**src/rtl/register_pkg.sv**
```systemverilog
// Shared definitions for the primary/shadow register sequencer.
package register_pkg;

    // Number of register pairs handled (bit 0 = A, 1 = B, 2 = C).
    localparam int NREG  = 3;
    // Width of the writeback target select; codes >= NREG are invalid.
    localparam int SEL_W = 2;

    // Register index constants.
    localparam int REG_A = 0;
    localparam int REG_B = 1;
    localparam int REG_C = 2;

    // Sequencer state encoding.
    typedef enum logic {
        IDLE = 1'b0,
        EXCH = 1'b1
    } state_e;

endpackage : register_pkg

```
**src/rtl/register_ctrl_if.sv**
```systemverilog
// Request/strobe bundle between decode, the sequencer and the register pairs.
interface register_ctrl_if;
    import register_pkg::*;

    logic             WrReq;
    logic [SEL_W-1:0] WrSel;
    logic             WrReady;
    logic             ExReq;
    logic [NREG-1:0]  ExMask;
    logic             ExReady;
    logic             ExDone;
    logic [NREG-1:0]  PR_Write;
    logic [NREG-1:0]  PR_Ex;
    logic [NREG-1:0]  notPR_Ex;
    logic [NREG-1:0]  SH_Load;
    logic             Busy;

    // Decode side: issues requests, observes handshakes and strobes.
    modport master (
        output WrReq, WrSel, ExReq, ExMask,
        input  WrReady, ExReady, ExDone, PR_Write, PR_Ex, notPR_Ex, SH_Load, Busy
    );

    // Sequencer side.
    modport slave (
        input  WrReq, WrSel, ExReq, ExMask,
        output WrReady, ExReady, ExDone, PR_Write, PR_Ex, notPR_Ex, SH_Load, Busy
    );

endinterface : register_ctrl_if

```
**src/rtl/register_ctrl_prio.sv**
```systemverilog
// Lowest-set-bit one-hot picker over the pending exchange mask.
module register_ctrl_prio
    import register_pkg::*;
(
    input  logic [NREG-1:0] mask_i,
    output logic [NREG-1:0] onehot_o,
    output logic            last_o
);

    // Isolate the lowest set bit; flag when it is the only bit left.
    always_comb begin
        onehot_o = mask_i & (~mask_i + NREG'(1));
        last_o   = (mask_i != '0) && ((mask_i & ~onehot_o) == '0);
    end

endmodule : register_ctrl_prio

```
**src/rtl/register_ctrl.sv**
```systemverilog
// Sequencer turning writeback/exchange requests into registered per-register
// write, exchange and shadow-capture strobes. Writeback wins over exchange;
// multi-register exchanges are walked lowest bit first, one per cycle.
module register_ctrl
    import register_pkg::*;
(
    input  logic           Clk,
    input  logic           notClk,
    input  logic           notReset,
    register_ctrl_if.slave bus
);

    // notClk is distributed with the clock tree but no state runs on it.
    wire unused_notclk = notClk;

    state_e          state_q, state_d;
    logic [NREG-1:0] pend_q, pend_d;
    logic [NREG-1:0] pr_write_q, pr_write_d;
    logic [NREG-1:0] pr_ex_q, pr_ex_d;
    logic [NREG-1:0] npr_ex_q;
    logic            exdone_q, exdone_d;

    logic            wr_ready, ex_ready;
    logic            wr_acc, ex_acc;
    logic [NREG-1:0] pick_mask, pick_oh;
    logic            pick_last;

    // Handshake readies from state; held low while reset is asserted.
    always_comb begin
        wr_ready = 1'b0;
        ex_ready = 1'b0;
        if (notReset && (state_q == IDLE)) begin
            wr_ready = 1'b1;
            ex_ready = ~bus.WrReq;
        end
    end

    assign wr_acc = bus.WrReq & wr_ready;
    assign ex_acc = bus.ExReq & ex_ready;

    // In IDLE the picker looks at the incoming mask so the first strobe is
    // registered on the accepting edge; in EXCH it walks the pending bits.
    assign pick_mask = (state_q == EXCH) ? pend_q : bus.ExMask;

    register_ctrl_prio u_prio (
        .mask_i   (pick_mask),
        .onehot_o (pick_oh),
        .last_o   (pick_last)
    );

    // Next-state and next-strobe decode.
    always_comb begin
        state_d    = state_q;
        pend_d     = pend_q;
        pr_write_d = '0;
        pr_ex_d    = '0;
        exdone_d   = 1'b0;
        case (state_q)
            IDLE: begin
                if (wr_acc) begin
                    if (bus.WrSel < SEL_W'(NREG))
                        pr_write_d = NREG'(1) << bus.WrSel;
                end else if (ex_acc) begin
                    if (bus.ExMask == '0) begin
                        exdone_d = 1'b1;
                    end else begin
                        state_d  = EXCH;
                        pr_ex_d  = pick_oh;
                        pend_d   = bus.ExMask & ~pick_oh;
                        exdone_d = pick_last;
                    end
                end
            end
            EXCH: begin
                // Empty pending mask means the final strobe is on the outputs now.
                if (pend_q == '0) begin
                    state_d = IDLE;
                end else begin
                    pr_ex_d  = pick_oh;
                    pend_d   = pend_q & ~pick_oh;
                    exdone_d = pick_last;
                end
            end
            default: state_d = IDLE;
        endcase
    end

    // State, pending mask and glitch-free strobe flops.
    always_ff @(posedge Clk or negedge notReset) begin
        if (!notReset) begin
            state_q    <= IDLE;
            pend_q     <= '0;
            pr_write_q <= '0;
            pr_ex_q    <= '0;
            npr_ex_q   <= '1;
            exdone_q   <= 1'b0;
        end else begin
            state_q    <= state_d;
            pend_q     <= pend_d;
            pr_write_q <= pr_write_d;
            pr_ex_q    <= pr_ex_d;
            npr_ex_q   <= ~pr_ex_d;
            exdone_q   <= exdone_d;
        end
    end

    assign bus.WrReady  = wr_ready;
    assign bus.ExReady  = ex_ready;
    assign bus.ExDone   = exdone_q;
    assign bus.PR_Write = pr_write_q;
    assign bus.PR_Ex    = pr_ex_q;
    assign bus.notPR_Ex = npr_ex_q;
    assign bus.SH_Load  = pr_ex_q;
    assign bus.Busy     = (state_q == EXCH);

endmodule : register_ctrl
```
**src/flat_wrapper.sv**
```systemverilog
// flat-port wrapper written by rule: the top's interface ports become plain ports
module register_ctrl_flat import register_pkg::*;
  (Clk, notClk, notReset, bus_WrReq, bus_WrSel, bus_ExReq, bus_ExMask, bus_WrReady, bus_ExReady, bus_ExDone, bus_PR_Write, bus_PR_Ex, bus_notPR_Ex, bus_SH_Load, bus_Busy);
  register_ctrl_if bus_i ();
  input  logic Clk;
  input  logic notClk;
  input  logic notReset;
  input wire logic [$bits(bus_i.WrReq)-1:0] bus_WrReq;
  input wire logic [$bits(bus_i.WrSel)-1:0] bus_WrSel;
  input wire logic [$bits(bus_i.ExReq)-1:0] bus_ExReq;
  input wire logic [$bits(bus_i.ExMask)-1:0] bus_ExMask;
  output wire logic [$bits(bus_i.WrReady)-1:0] bus_WrReady;
  output wire logic [$bits(bus_i.ExReady)-1:0] bus_ExReady;
  output wire logic [$bits(bus_i.ExDone)-1:0] bus_ExDone;
  output wire logic [$bits(bus_i.PR_Write)-1:0] bus_PR_Write;
  output wire logic [$bits(bus_i.PR_Ex)-1:0] bus_PR_Ex;
  output wire logic [$bits(bus_i.notPR_Ex)-1:0] bus_notPR_Ex;
  output wire logic [$bits(bus_i.SH_Load)-1:0] bus_SH_Load;
  output wire logic [$bits(bus_i.Busy)-1:0] bus_Busy;
  assign bus_i.WrReq = bus_WrReq;
  assign bus_i.WrSel = bus_WrSel;
  assign bus_i.ExReq = bus_ExReq;
  assign bus_i.ExMask = bus_ExMask;
  assign bus_WrReady = bus_i.WrReady;
  assign bus_ExReady = bus_i.ExReady;
  assign bus_ExDone = bus_i.ExDone;
  assign bus_PR_Write = bus_i.PR_Write;
  assign bus_PR_Ex = bus_i.PR_Ex;
  assign bus_notPR_Ex = bus_i.notPR_Ex;
  assign bus_SH_Load = bus_i.SH_Load;
  assign bus_Busy = bus_i.Busy;
  register_ctrl u_core (.Clk(Clk), .notClk(notClk), .notReset(notReset), .bus(bus_i));
endmodule
```
**config.mk**
```make
export PLATFORM = sky130hd
export DESIGN_NAME = register_ctrl_flat
export DESIGN_NICKNAME = d
export VERILOG_FILES = /design/src/rtl/register_pkg.sv /design/src/rtl/register_ctrl_if.sv /design/src/rtl/register_ctrl_prio.sv /design/src/rtl/register_ctrl.sv /design/src/flat_wrapper.sv
export SDC_FILE = /design/constraint.sdc
export NUM_CORES = 1
export LEC_CHECK = 0
export BUFFER_PORTS_ARGS = -buffer_cell sky130_fd_sc_hd__buf_2
export CORE_AREA = 2 2 39 41
export CTS_BUF_LIST = sky130_fd_sc_hd__clkbuf_4
export CTS_CLUSTER_DIAMETER = 50
export CTS_CLUSTER_SIZE = 24
export DETAILED_ROUTE_END_ITERATION = 10
export DIE_AREA = 0 0 41 43
export GPL_TIMING_DRIVEN = 1
export PLACE_DENSITY = 0.82
export RECOVER_POWER = 25
export SLEW_MARGIN = 5
export SYNTH_ARGS = -nofsm -noshare
export SYNTH_HDL_FRONTEND = slang
export SYNTH_SLANG_ARGS = --single-unit
export TNS_END_PERCENT = 5
```
**constraint.sdc**
```tcl
create_clock -name Clk -period 1.5 [get_ports Clk]
set_input_delay 0.15 -clock Clk [delete_from_list [all_inputs] [get_ports Clk]]
set_output_delay 0.15 -clock Clk [all_outputs]
set_load 0.01 [all_outputs]
```
==> Word-level counts from Yosys, hierarchy flattened <==
Index checks and enable logic that the tools add are counted.
{ "totals": {"register_bits": 14, "in_bits": 10, "out_inout_bits": 16, "elab_cells": 57} }
{ "classes": {"n_addsub": 1, "order_cmp": 1, "n_eq_ne": 4, "shifts": 1, "n_mux": 26, "bitwise": 11, "reduce_logical": 7} }
{ "ops": {"columns": ["cell", "count"], "rows": [
  ["$mux W3", 12],
  ["$and A3 B3 Y3", 4],
  ["$pmux W3 S2", 2],
  ["$mux W1", 10],
  ["$logic_not A3 Y1", 3],
  ["$not A3 Y3", 3],
  ["$ne A2 B2 Y1 const B", 3],
  ["$pmux W1 S2", 2],
  ["$reduce_and A4 Y1", 1],
  ["$add A3 B1 Y3 const B", 1],
  ["$reduce_bool A3 Y1", 1],
  ["$shl A1 B2 Y3 const A", 1],
  ["$and A1 B1 Y1", 2],
  ["$logic_and A1 B1 Y1", 2],
  ["$lt A2 B2 Y1 const B", 1],
  ["$ne A2 B1 Y1 const B", 1],
  ["$not A1 Y1", 2]
]} }

==> Longest topological paths before layout <==
Gate-level depths: netlist of run 1.
{ "depth": {"word_depth": 12, "mapped_depth": 5, "ltp_nobuf": 4} }

==> Cells and area by module <==
A second synthesis of run 1 with hierarchy kept.
{ "unflattened": {"hier_cells": 53, "area_unflattened_um2": 661.9} }
{ "by_module_without_submodules": {"columns": ["mod", "n_inst", "cells_per_inst", "area_each_um2", "seq_area_each_um2"], "rows": [
  ["register_ctrl", 1, 47, 616.8, 354.1],
  ["register_ctrl_prio", 1, 6, 45.0, 0.0]
]} }

==> Worst setup path after synthesis of run 1 <==
Ideal clock, no wire load.
{ "synth_path": {"kind": "register to register", "from": "reg u_core.state_q (netlist: u_core.bus.Busy)", "to": "reg u_core.pend_q[1]", "setup_ns": 0.121, "arrival_ns": 1.175, "required_ns": 1.379, "slack_ns": 0.204, "stages_incl_launch_ff": 5, "path_buffers": 1, "synth_period_minus_slack_ns": 1.296, "path_cell_list": "dfrtp_1 -> buf_6 -> and4bb_4 -> o21ai_2 -> a32o_1"} }
{ "synth_via": {"elab_chain_len": 10, "word_cells_on_any_way": 23, "classes_between": "1 x add/sub; 4 x eq/ne; 8 x mux; 8 x bitwise; 2 x reduce/logical"} }
{ "synth_lines": {"columns": ["item", "line_no", "source"], "rows": [
  ["start: declaration", "register_ctrl.sv:16", "state_e state_q, state_d;"],
  ["start signal: assignment", "register_ctrl.sv:98", "state_q <= state_d;"],
  ["$mux W3", "register_ctrl.sv:43", "assign pick_mask = (state_q == EXCH) ? pend_q : bus.ExMask;"],
  ["$not A3 Y3", "register_ctrl_prio.sv:12", "onehot_o = mask_i & (~mask_i + NREG'(1));"],
  ["$add A3 B1 Y3", "register_ctrl_prio.sv:12", null],
  ["$and A3 B3 Y3", "register_ctrl_prio.sv:12", null],
  ["$not A3 Y3", "register_ctrl.sv:69, register_ctrl.sv:80", null],
  ["$and A3 B3 Y3", "register_ctrl.sv:69", "pend_d = bus.ExMask & ~pick_oh;"],
  ["$mux W3", "register_ctrl.sv:64", "if (bus.ExMask == '0) begin"],
  ["$mux W3", "register_ctrl.sv:63", "end else if (ex_acc) begin"],
  ["$mux W3", "register_ctrl.sv:60", "if (wr_acc) begin"],
  ["$pmux W3 S2", "register_ctrl.sv:58", "case (state_q)"],
  ["end signal: assignment", "register_ctrl.sv:99", "pend_q <= pend_d;"],
  ["end: declaration", "register_ctrl.sv:17", "logic [NREG-1:0] pend_q, pend_d;"]
]} }
Parallel ways exist; a longest one is shown, timed or not. The select of a mux whose other input is x is not followed.
A chain may end at the register's enable or synchronous reset.

==> Worst setup path after layout of run 1 <==
{ "layout_path": {"from": "reg u_core.state_q (netlist: u_core.bus.Busy)", "to": "out bus_ExReady"} }
{ "layout_via": {"elab_chain_len": 3} }
{ "layout_lines": {"columns": ["item", "line_no", "source"], "rows": [
  ["$not A1 Y1", "register_ctrl.sv:32", "if (notReset && (state_q == IDLE)) begin"],
  ["$logic_and A1 B1 Y1", "register_ctrl.sv:32", null],
  ["$mux W1", "register_ctrl.sv:32", null],
  ["end: declaration", "flat_wrapper.sv:13", "output wire logic [$bits(bus_i.ExReady)-1:0] bus_ExReady;"]
]} }
No other way between the ends.

==> results of run 1 <==
==> layout make-up <==
class / instances / area (sq um)
fillers: 133 / 674
flip-flops and latches: 13 / 329
multi-input cells: 26 / 183
repair buffers: 26 / 133
clock buffers: 4 / 30.0
well taps: 16 / 20.0
inverters: 4 / 15.0
==> state kept, by name, indices dropped and copies added (netlist names) <==
register / count
u_core.bus.Busy: 1
u_core.bus.PR_Ex: 3
u_core.bus.PR_Write: 3
u_core.bus.ExDone: 1
u_core.bus.notPR_Ex: 3
u_core.pend_q: 2
==> power groups by stage <==
stage / Clock, uW / Combinational (uW) / Sequential (uW)
finish: 226 / 106 / 393
global route: 241 / 117 / 396
CTS: 227 / 108 / 392
detailed placement: 0 / 104 / 399
global placement: 0 / 101 / 398
floorplan: 0 / 58.5 / 400
==> placed cells by master (no fill, tap or decap), drive strengths merged, types with 2 or more instances in the layout <==
master and instances:
nand2 5, buf 23, dfrtp 10, nor3b 2, clkbuf 6, a211oi 2, o21ai 4, a31o 2
dfstp 3, inv 4
==> per-stage QoR <==
stage / setup WS (ns) / cell area, sq um / hold slack [ns] / power (uW)
after floorplan: 0.204 / 561 / -0.146 / 459
after global placement: 0.223 / 674 / 0.130 / 500
after detailed placement: 0.202 / 674 / 0.127 / 503
after CTS: 0.0680 / 714 / 0.0580 / 728
after global routing: 0.0332 / 709 / 0.0706 / 753
final: 0.0735 / 709 / 0.0551 / 725
==> timing repair <==
| item | in CTS | in global routing |
|---|---|---|
| hold buffers | 1 | 0 |
| hold endpoints to repair | 10 | 0 |
| gates resized for setup | 0 | 0 |
==> kinds of logic (layout without fill, tap and decap cells) <==
family | Yosys count | in the layout
XOR/XNOR | 1 | 1
AND/OR/NAND/NOR | 13 | 13
buffers and inverters | 8 | 34
AO/OA/AOI/OAI | 12 | 12
flip-flops | 13 | 13
==> worst max-delay path: cells and delay by family (launching register included) <==
kind                   cells  cell delay [ns]
AND/OR/NAND/NOR            2             0.39
flip-flops                 1             0.49
buffers and inverters      1             0.13
==> synthesized netlist by cell type <==
cell	n	area [sq um]
nand2_1	5	18.8
dfrtp_1	10	250
a31o_2	2	17.5
a211oi_1	2	15.0
nor3b_1	2	15.0
inv_1	4	15.0
o21ai_0	3	15.0
buf_4	3	22.5
o21ai_2	1	8.76
o22a_1	1	8.76
nor3_1	1	5.00
and2b_2	1	8.76
or2_1	1	6.26
and4bb_4	1	16.3
dfstp_2	3	78.8
xnor2_1	1	8.76
nor2b_1	1	6.26
a32o_1	1	10.0
and3_2	1	7.51
o22ai_1	1	6.26
buf_6	1	11.3
a32oi_1	1	8.76
==> how the worst min path moves through the flow <==
stage / startpoint / to / slack (ns) / depth (start not counted)
after floorplan: notReset / u_core.bus.Busy / -0.15 / 0
after global placement: notReset / u_core.bus.PR_Ex[0] / 0.13 / 2
after detailed placement: notReset / u_core.bus.PR_Ex[0] / 0.13 / 2
after CTS: bus_WrSel[1] / u_core.bus.PR_Write[1] / 0.06 / 2
after global routing: bus_WrSel[1] / u_core.bus.PR_Write[1] / 0.07 / 2
final: bus_WrSel[0] / u_core.bus.PR_Write[2] / 0.06 / 2
==> per-layer routing <==
metal / up-vias / routed length (um) / GRT usage
met5: - / 0 / 0
met4: 0 / 38 / 0.0800
met3: 8 / 104 / 0.0157
met2: 37 / 515 / 0.213
met1: 214 / 415 / 0.176
li1: 217 / - / -
==> impl_metrics.csv, run 1 <==
group,metric,value,unit
outcome,status,"finished clean",
route,vias,476,
global_routing,grt_pass1_wl,1.64,mm
die,die_w,41,um
yosys,ys_ff_latch,13,
timing,fin_crit,1.43,ns
worst_setup_path,worst_ep_required_time,1.35,ns
global_routing,gr-total-overflow,0,
timing,relSlewSlack,0.563,
job,maxCapViolations,0,
finish,post-route-util,0.513,
worst_setup_path,cp-start-kind,"flop",
timing,post-route-period-util,0.951,
worst_setup_path,worst_r2r_endpoint,"u_core.pend_q[1]",
finish,antenna_cells,0,
worst_setup_path,crit_fanout,10,
finish,fin_nets,84,
placement,routabilityCongestion,0.855,
worst_setup_path,worstSetupPathType,"reg2out",
timing,skew,0.00349,ns
power_and_ir_drop,irDropWorstVdd,0.000452,V
timing,grt_setup_unrepaired,"false",
power_and_ir_drop,powerDensity,1020,nW/um^2
clock_network,clk_path_buf_depth,2,
die,core-area,1380,sq um
timing,worst_slew_pin_slew,0.655,ns
finish,drive_gt1_frac,0.493,
timing,setup_tns,0,ns
die,dieArea,1760,sq um
yosys,yosysWarningCount,0,
worst_setup_path,regToRegSetupSlack,0.19,ns
power_and_ir_drop,combPwrFrac,0.146,
worst_setup_path,end_kind,"primary output",
route,first_pass_iters,6,
yosys,ys_types,22,
power_and_ir_drop,swShare,0.250,
clock_network,clock_sinks,13,
clock_network,cts_buffers,3,
clock_network,cts_setup_buffers,0,
yosys,ys_seq_area_frac,0.587,
die,chipHeight,43,um
power_and_ir_drop,p_int,544,uW
route,detail_route.wl_per_cell,12.1,um
yosys,yosys.area_share.simple,0.150,
power_and_ir_drop,p_leak,0.000373,uW
yosys,syn_inst,47,
worst_setup_path,reg2reg_from,"u_core.bus.Busy",
hold_path,min_path_type,"in2reg",
worst_setup_path,endpoint,"bus_ExReady",
worst_setup_path,startpoint,"u_core.bus.Busy",
worst_setup_path,crit_slowest_cell,"dfrtp_1",
worst_setup_path,path_cells,"and2b_2 > nor2b_1 > buf_2",
timing,hold_violations,0,
timing,report.final.slew_viol_count,0,
worst_setup_path,critPathArrivalTime,1.28,ns
global_routing,grt_max_degree,14,
yosys,synthAdderAreaFrac,0,
placement,io_buffers,24,
placement,dp_hpwl,778,um
global_routing,antenna_found_initial,0,
yosys,syn_avg_cell_area,11.9,sq um
power_and_ir_drop,seq_power_share,0.542,
route,drtIter0Drc,17,
finish,final_cells,89,
global_routing,grtUsageTotal,0.138,
finish,syn_to_final_growth,26.6,%
yosys,muxShareOfSynthArea,0,
die,start_util,0.405,
route,wl,1.07,mm
route,route.detailed.drc,0,
yosys,synthXorXnorAreaFrac,0.0156,
worst_setup_path,rr_worst_depth,3,
power_and_ir_drop,p_sw,181,uW
clock_network,clk_latency,0.27,ns
global_routing,grt_pass1_vias,403,
yosys,synth_top_family_by_area,"compound AO/OA/AOI/OAI gates",
route,viasPerCell,5.35,
die,num_rows,14,
timing,fmax,701,MHz
clock_network,cts_root_buffer,"clkbuf_4",
yosys,syn_area,561,sq um
die,io-pin-count,26,
clock_network,clk_pin_slew,0.07,ns
clock_network,cts_tree,"built",
yosys,synth_compound_area_frac,0.161,
power_and_ir_drop,p_clk_frac,0.312,
route,antenna_left,0,
clock_network,htree_num_levels,1,
placement,dp_cells,84,
yosys,synth_fp_nets,57,
timing,setup_violations,0,
worst_setup_path,max_stage_delay,0.49,ns
Power figures use the tool's default switching activity.
==> run 2, diff against run 1 <==
--- a/config.mk
+++ b/config.mk
@@ -5,6 +5,7 @@
 export SDC_FILE = /design/constraint.sdc
 export NUM_CORES = 1
 export LEC_CHECK = 0
+export ABC_AREA = 1
 export BUFFER_PORTS_ARGS = -buffer_cell sky130_fd_sc_hd__buf_2
 export CORE_AREA = 2 2 39 41
 export CTS_BUF_LIST = sky130_fd_sc_hd__clkbuf_4
@@ -13,7 +14,7 @@
 export DETAILED_ROUTE_END_ITERATION = 10
 export DIE_AREA = 0 0 41 43
 export GPL_TIMING_DRIVEN = 1
-export PLACE_DENSITY = 0.82
+export PLACE_DENSITY = 0.87
 export RECOVER_POWER = 25
 export SLEW_MARGIN = 5
 export SYNTH_ARGS = -nofsm -noshare
==> impl_metrics.csv, run 2 <==
group,metric,value,unit
clock_network,htree_num_levels,1,
route,antenna_left,0,
global_routing,grt_pass1_wl,1.84,mm
yosys,synth_fp_nets,79,
route,route.detailed.drc,0,
global_routing,gr-total-overflow,0,
die,core-area,1380,sq um
finish,post-route-util,0.562,
timing,setup_violations,0,
die,start_util,0.447,
worst_setup_path,regToRegSetupSlack,0.38,ns
yosys,ys_types,16,
die,io-pin-count,26,
worst_setup_path,crit_fanout,3,
timing,grt_setup_unrepaired,"false",
finish,multi_input_area,211,sq um
outcome,status,"finished clean",
yosys,synth_compound_area_frac,0.0162,
yosys,synthXorXnorAreaFrac,0,
route,drtIter0Drc,12,
global_routing,grtUsageTotal,0.157,
finish,seqCellArea,329,sq um
worst_setup_path,worstSetupPathType,"in2out",
global_routing,grt_max_degree,14,
clock_network,clk_pin_slew,0.07,ns
clock_network,cts_root_buffer,"clkbuf_4",
yosys,yosysMostFrequentCell,"nand2_1",
finish,final_cells,112,
timing,fmax,747,MHz
placement,dp_hpwl,876,um
finish,n_fill_cell,130,
route,viasPerCell,4.57,
timing,skew,0.00411,ns
yosys,yosysTopAreaCell,"dfrtp_1",
yosys,syn_avg_cell_area,8.96,sq um
clock_network,clock_sinks,13,
worst_setup_path,worst_ep_required_time,1.35,ns
yosys,yosysTopAreaCellShare,0.405,
placement,dp_cells,107,
global_routing,antenna_found_initial,0,
route,vias,512,
yosys,ys_seq_area_frac,0.532,
timing,post-route-period-util,0.892,
clock_network,clk_path_buf_depth,2,
timing,fin_crit,1.34,ns
yosys,synthFlopType,"dfrtp_1",
yosys,synthAdderAreaFrac,0,
die,dieArea,1760,sq um
power_and_ir_drop,powerDensity,1160,nW/um^2
finish,drive_gt1_frac,0.427,
global_routing,grt_pass1_vias,473,
job,maxCapViolations,0,
finish,syn_to_final_growth,25.9,%
yosys,synth_top_family_by_area,"simple AND/OR/NAND/NOR gates",
yosys,yosysWarningCount,0,
yosys,async_flop_share,1.00,
die,num_rows,14,
placement,routabilityCongestion,0.804,
yosys,muxShareOfSynthArea,0,
power_and_ir_drop,total_power,904,uW
power_and_ir_drop,irDropWorstVdd,0.000457,V
finish,fin_nets,107,
clock_network,cts_resized,0,
finish,layout_common_cells,"buf_2 (23), nand2_1 (15), inv_1 (11)",
worst_setup_path,cp-start-kind,"input port",
yosys,syn_inst,69,
timing,hold_violations,0,
die,die_w,41,um
yosys,synth_common_cells,"nand2_1 (15), inv_1 (11), dfrtp_1 (10)",
worst_setup_path,critPathArrivalTime,1.19,ns
clock_network,cts_buffers,3,
clock_network,clk_latency,0.26,ns
timing,worst_slew_pin_slew,0.630,ns
finish,final_common_cell,"buf_2",
timing,report.final.slew_viol_count,0,
die,chipHeight,43,um
yosys,ys_ff_latch,13,
worst_setup_path,end_kind,"primary output",
timing,relSlewSlack,0.580,
timing,setup_tns,0,ns
finish,antenna_cells,0,
yosys,syn_area,618,sq um
yosys,synth_edf_count,0,
hold_path,min_path_type,"in2reg",
route,detail_route.wl_per_cell,9.60,um
route,wl,1.08,mm
placement,io_buffers,24,
power_and_ir_drop,p_leak,0.000479,uW
yosys,yosys.area_share.simple,0.326,
yosys,synthTopCellsByArea,"dfrtp_1 (40%), dfstp_2 (13%), nand2_1 (9.1%)",
route,first_pass_iters,4,
timing,whs,0.0631,ns
clock_network,cts_tree,"built",
[run 2: changes by cell type after synthesis, sizes merged, moves of 3 or more]
cell	delta
inv	+10
nand2	+17
nand3	+6
nor2	+5
o21ai	-3
[run 2: final cells by class]
class | instances | area share
multi-input cells | 39 | 0.272
inverters | 14 | 0.0707
flip-flops and latches | 13 | 0.423
well taps | 16 | 0.0257
clock buffers | 4 | 0.0386
repair buffers | 26 | 0.170
[run 2: timing repair]
action	CTS	global route
hold buffers	1	0
hold endpoints to repair	10	0
setup buffers	0	0
[run 2: routing by layer]
metal,vias to the layer above,share of wire,GRT usage
met5,-,0,0
met4,0,0.011,0.100
met3,2,0.060,0.0314
met2,18,0.49,0.234
met1,232,0.44,0.194
li1,260,-,-
[run 2: cell families (layout without fill, tap and decap cells)]
kind of cell | Yosys count | count (layout)
AND/OR/NAND/NOR | 37 | 37
AO/OA/AOI/OAI | 2 | 2
flip-flops | 13 | 13
buffers and inverters | 17 | 44
[run 2: through the flow]
step                setup slack [ns]  cell area, sq um
floorplan                      0.446               618
global placement               0.408               743
detailed placement             0.391               743
CTS                            0.193               783
global route                  0.0621               778
finish                         0.162               778
[run 2: path summary, 6_finish.rpt]
| check | start | to | cells past startpoint |
|---|---|---|---|
| max in group asynchronous | notReset | u_core.bus.PR_Ex[2] | 3 |
| min | bus_WrSel[0] | u_core.bus.PR_Write[2] | 2 |
| min in group asynchronous | notReset | u_core.bus.PR_Write[1] | 3 |
| min reg2reg | u_core.pend_q[1] | u_core.pend_q[1] | 2 |
| max | notReset | bus_ExReady | 5 |
| max reg2reg | u_core.bus.Busy | u_core.bus.ExDone | 8 |
[run 2: critical path, stage by stage]
cell and delay, ns:
dlygate4sd3_1 0.52, clkbuf_1 0.21, nand2_1 0.10, nor2_1 0.08, buf_2 0.13
[run 2: power breakdown]
part / switching, uW / internal, uW / leakage [uW]
clock: 99.0 / 121 / 0.0000184
sequential: 30.9 / 402 / 0.000167
combinational: 160 / 91.7 / 0.000294
==> run 3, diff against run 2 <==
--- a/config.mk
+++ b/config.mk
@@ -7,17 +7,18 @@
 export LEC_CHECK = 0
 export ABC_AREA = 1
 export BUFFER_PORTS_ARGS = -buffer_cell sky130_fd_sc_hd__buf_2
-export CORE_AREA = 2 2 39 41
-export CTS_BUF_LIST = sky130_fd_sc_hd__clkbuf_4
+export CORE_MARGIN = 2
+export CORE_UTILIZATION = 49
+export CTS_BUF_LIST = sky130_fd_sc_hd__clkbuf_8
 export CTS_CLUSTER_DIAMETER = 50
 export CTS_CLUSTER_SIZE = 24
 export DETAILED_ROUTE_END_ITERATION = 10
-export DIE_AREA = 0 0 41 43
 export GPL_TIMING_DRIVEN = 1
-export PLACE_DENSITY = 0.87
+export PLACE_DENSITY = 0.89
 export RECOVER_POWER = 25
 export SLEW_MARGIN = 5
 export SYNTH_ARGS = -nofsm -noshare
 export SYNTH_HDL_FRONTEND = slang
+export SYNTH_HIERARCHICAL = 1
 export SYNTH_SLANG_ARGS = --single-unit
 export TNS_END_PERCENT = 5
==> impl_metrics.csv, run 3 <==
group,metric,value,unit
yosys,syn_area,671,sq um
timing,fmax,728,MHz
clock_network,cts_tree,"built",
route,first_pass_iters,4,
worst_setup_path,critPathArrivalTime,1.54,ns
yosys,synthFlopType,"dfrtp_1",
timing,fin_ws,0.127,ns
die,core-area,1280,sq um
finish,drive_gt1_frac,0.435,
global_routing,gr-total-overflow,0,
placement,dp_hpwl,976,um
timing,worst_slew_pin_slew,0.742,ns
finish,layout_common_cells,"buf_2 (23), nand2_1 (20), inv_1 (10), dfrtp_1 (10), nor2_1 (8)",
yosys,synthTopCellsByArea,"dfrtp_1 (41%), dfstp_2 (12%), nand2_1 (11%)",
yosys,syn_avg_cell_area,8.38,sq um
die,start_util,0.522,
yosys,ys_ff_latch,14,
finish,fin_nets,119,
finish,syn_to_final_growth,30.2,%
yosys,yosysTopAreaCell,"dfrtp_1",
yosys,yosysWarningCount,6,
job,maxCapViolations,0,
route,antenna_left,0,
power_and_ir_drop,irDropWorstVdd,0.000988,V
worst_setup_path,cp-start-kind,"flop",
clock_network,clk_pin_slew,0.06,ns
route,drtIter0Drc,12,
worst_setup_path,end_kind,"flop",
clock_network,clock_sinks,14,
placement,pre_cts_ws,-0.00328,ns
timing,fin_crit,1.37,ns
worst_setup_path,crit_fanout,6,
placement,routabilityCongestion,0.803,
route,detail_route.wl_per_cell,11.1,um
route,vias,582,
die,num_rows,13,
yosys,syn_inst,80,
route,route.detailed.drc,0,
timing,hold_violations,0,
hold_path,min_path_type,"in2reg",
global_routing,grt_pass1_wl,1.99,mm
yosys,yosysTopAreaCellShare,0.410,
finish,antenna_cells,0,
placement,io_buffers,24,
global_routing,antenna_found_initial,0,
worst_setup_path,worst_ep_required_time,1.66,ns
die,dieArea,1680,sq um
power_and_ir_drop,powerDensity,1640,nW/um^2
timing,setup_violations,0,
die,io-pin-count,26,
worst_setup_path,worstSetupPathType,"reg2reg",
global_routing,grt_pass1_vias,522,
timing,grt_setup_unrepaired,"false",
finish,fin_area,873,sq um
route,wl,1.36,mm
finish,post-route-util,0.680,
timing,post-route-period-util,0.915,
power_and_ir_drop,p_leak,0.000506,uW
clock_network,htree_num_levels,1,
die,die_w,41.0,um
yosys,synth_edf_count,0,
yosys,synth_fp_nets,90,
outcome,status,"finished clean",
die,chipHeight,41.0,um
yosys,ys_types,15,
timing,skew,0.00488,ns
global_routing,grtUsageTotal,0.186,
clock_network,clk_path_buf_depth,2,
global_routing,grt_max_degree,15,
yosys,async_flop_share,1.00,
placement,dpl_cell_area,795,sq um
timing,relSlewSlack,0.505,
yosys,yosysMostFrequentCell,"nand2_1",
yosys,ys_seq_area_frac,0.528,
timing,report.final.slew_viol_count,0,
power_and_ir_drop,total_power,1430,uW
route,viasPerCell,4.73,
yosys,synth_common_cells,"nand2_1 (20), dfrtp_1 (11), inv_1 (11)",
finish,n_fill_cell,106,
clock_network,cts_buffers,3,
clock_network,cts_root_buffer,"clkbuf_8",
clock_network,clk_latency,0.24,ns
finish,final_common_cell,"buf_2",
-- run 3: path summary, 6_finish.rpt --
kind,from,endpoint,slack (ns),cells past startpoint
max in group asynchronous,notReset,u_core/bus.Busy,0.34,3
worst min register to register,u_core/pend_q[2],u_core/pend_q[2],0.52,2
worst max register to register,u_core/bus.Busy,u_core/bus.ExDone,0.13,9
worst min-delay path,bus_WrSel[1],u_core/bus.PR_Write[0],0.08,2
min in group asynchronous,notReset,u_core/pend_q[2],0.65,3
worst max-delay path,u_core/bus.Busy,u_core/bus.ExDone,0.13,9
-- run 3: stage by stage --
step | setup TNS, ns | std cells | hold WS, ns
floorplan | 0 | 80 | -0.146
global placement | 0 | 117 | 0.113
detailed placement | -0.00328 | 117 | 0.127
CTS | 0 | 122 | 0.0668
global route | 0 | 123 | 0.0966
finish | 0 | 123 | 0.0832
-- run 3: cell type report --
cell class / count / area (sq um) / share of cell area
clock buffer: 4 / 55.1 / 0.0630
inverter: 14 / 52.6 / 0.0602
multi-input combinational: 48 / 244 / 0.279
sequential: 14 / 355 / 0.407
tap: 15 / 18.8 / 0.0215
timing repair buffer: 28 / 148 / 0.169
-- run 3: where the power goes --
group	internal, uW	switching, uW	total [uW]	leakage (uW)
Clock	232	128	360	0.0000288
Combinational	207	342	548	0.000299
Sequential	470	54.7	524	0.000178
Total	908	525	1430	0.000506
-- run 3: timing repair --
item / CTS / global route
pin swaps: 0 / 1
endpoints found under the setup margin: 1 / 3
hold buffers: 1 / 0
resized for setup: 1 / 10
endpoints found under the hold margin: 11 / 0
buffers inserted: 0 / 1
-- run 3: metal layers --
layer  global-route usage  routed length, um  up-vias
li1                     -                  -      293
met1                0.198                533      272
met2                0.352                763       17
met3               0.0163                 65        0
met4                0.100                  0        0
met5                    0                  0        -
-- run 3: worst max-delay path: stages, from the launching register on --
cell and delay, ns:
dfrtp_2 0.43, buf_4 0.15, nand2_1 0.06, o21ai_2 0.07
inv_2 0.07, o21ai_1 0.09, nand2_1 0.09, nor2_2 0.14
a21oi_1 0.05, o21ai_0 0.14
-- run 3: kinds of logic after synthesis --
group                  share of synthesized area
AND/OR/NAND/NOR                            0.304
AO/OA/AOI/OAI                             0.0448
flip-flops                                 0.528
buffers and inverters                      0.123
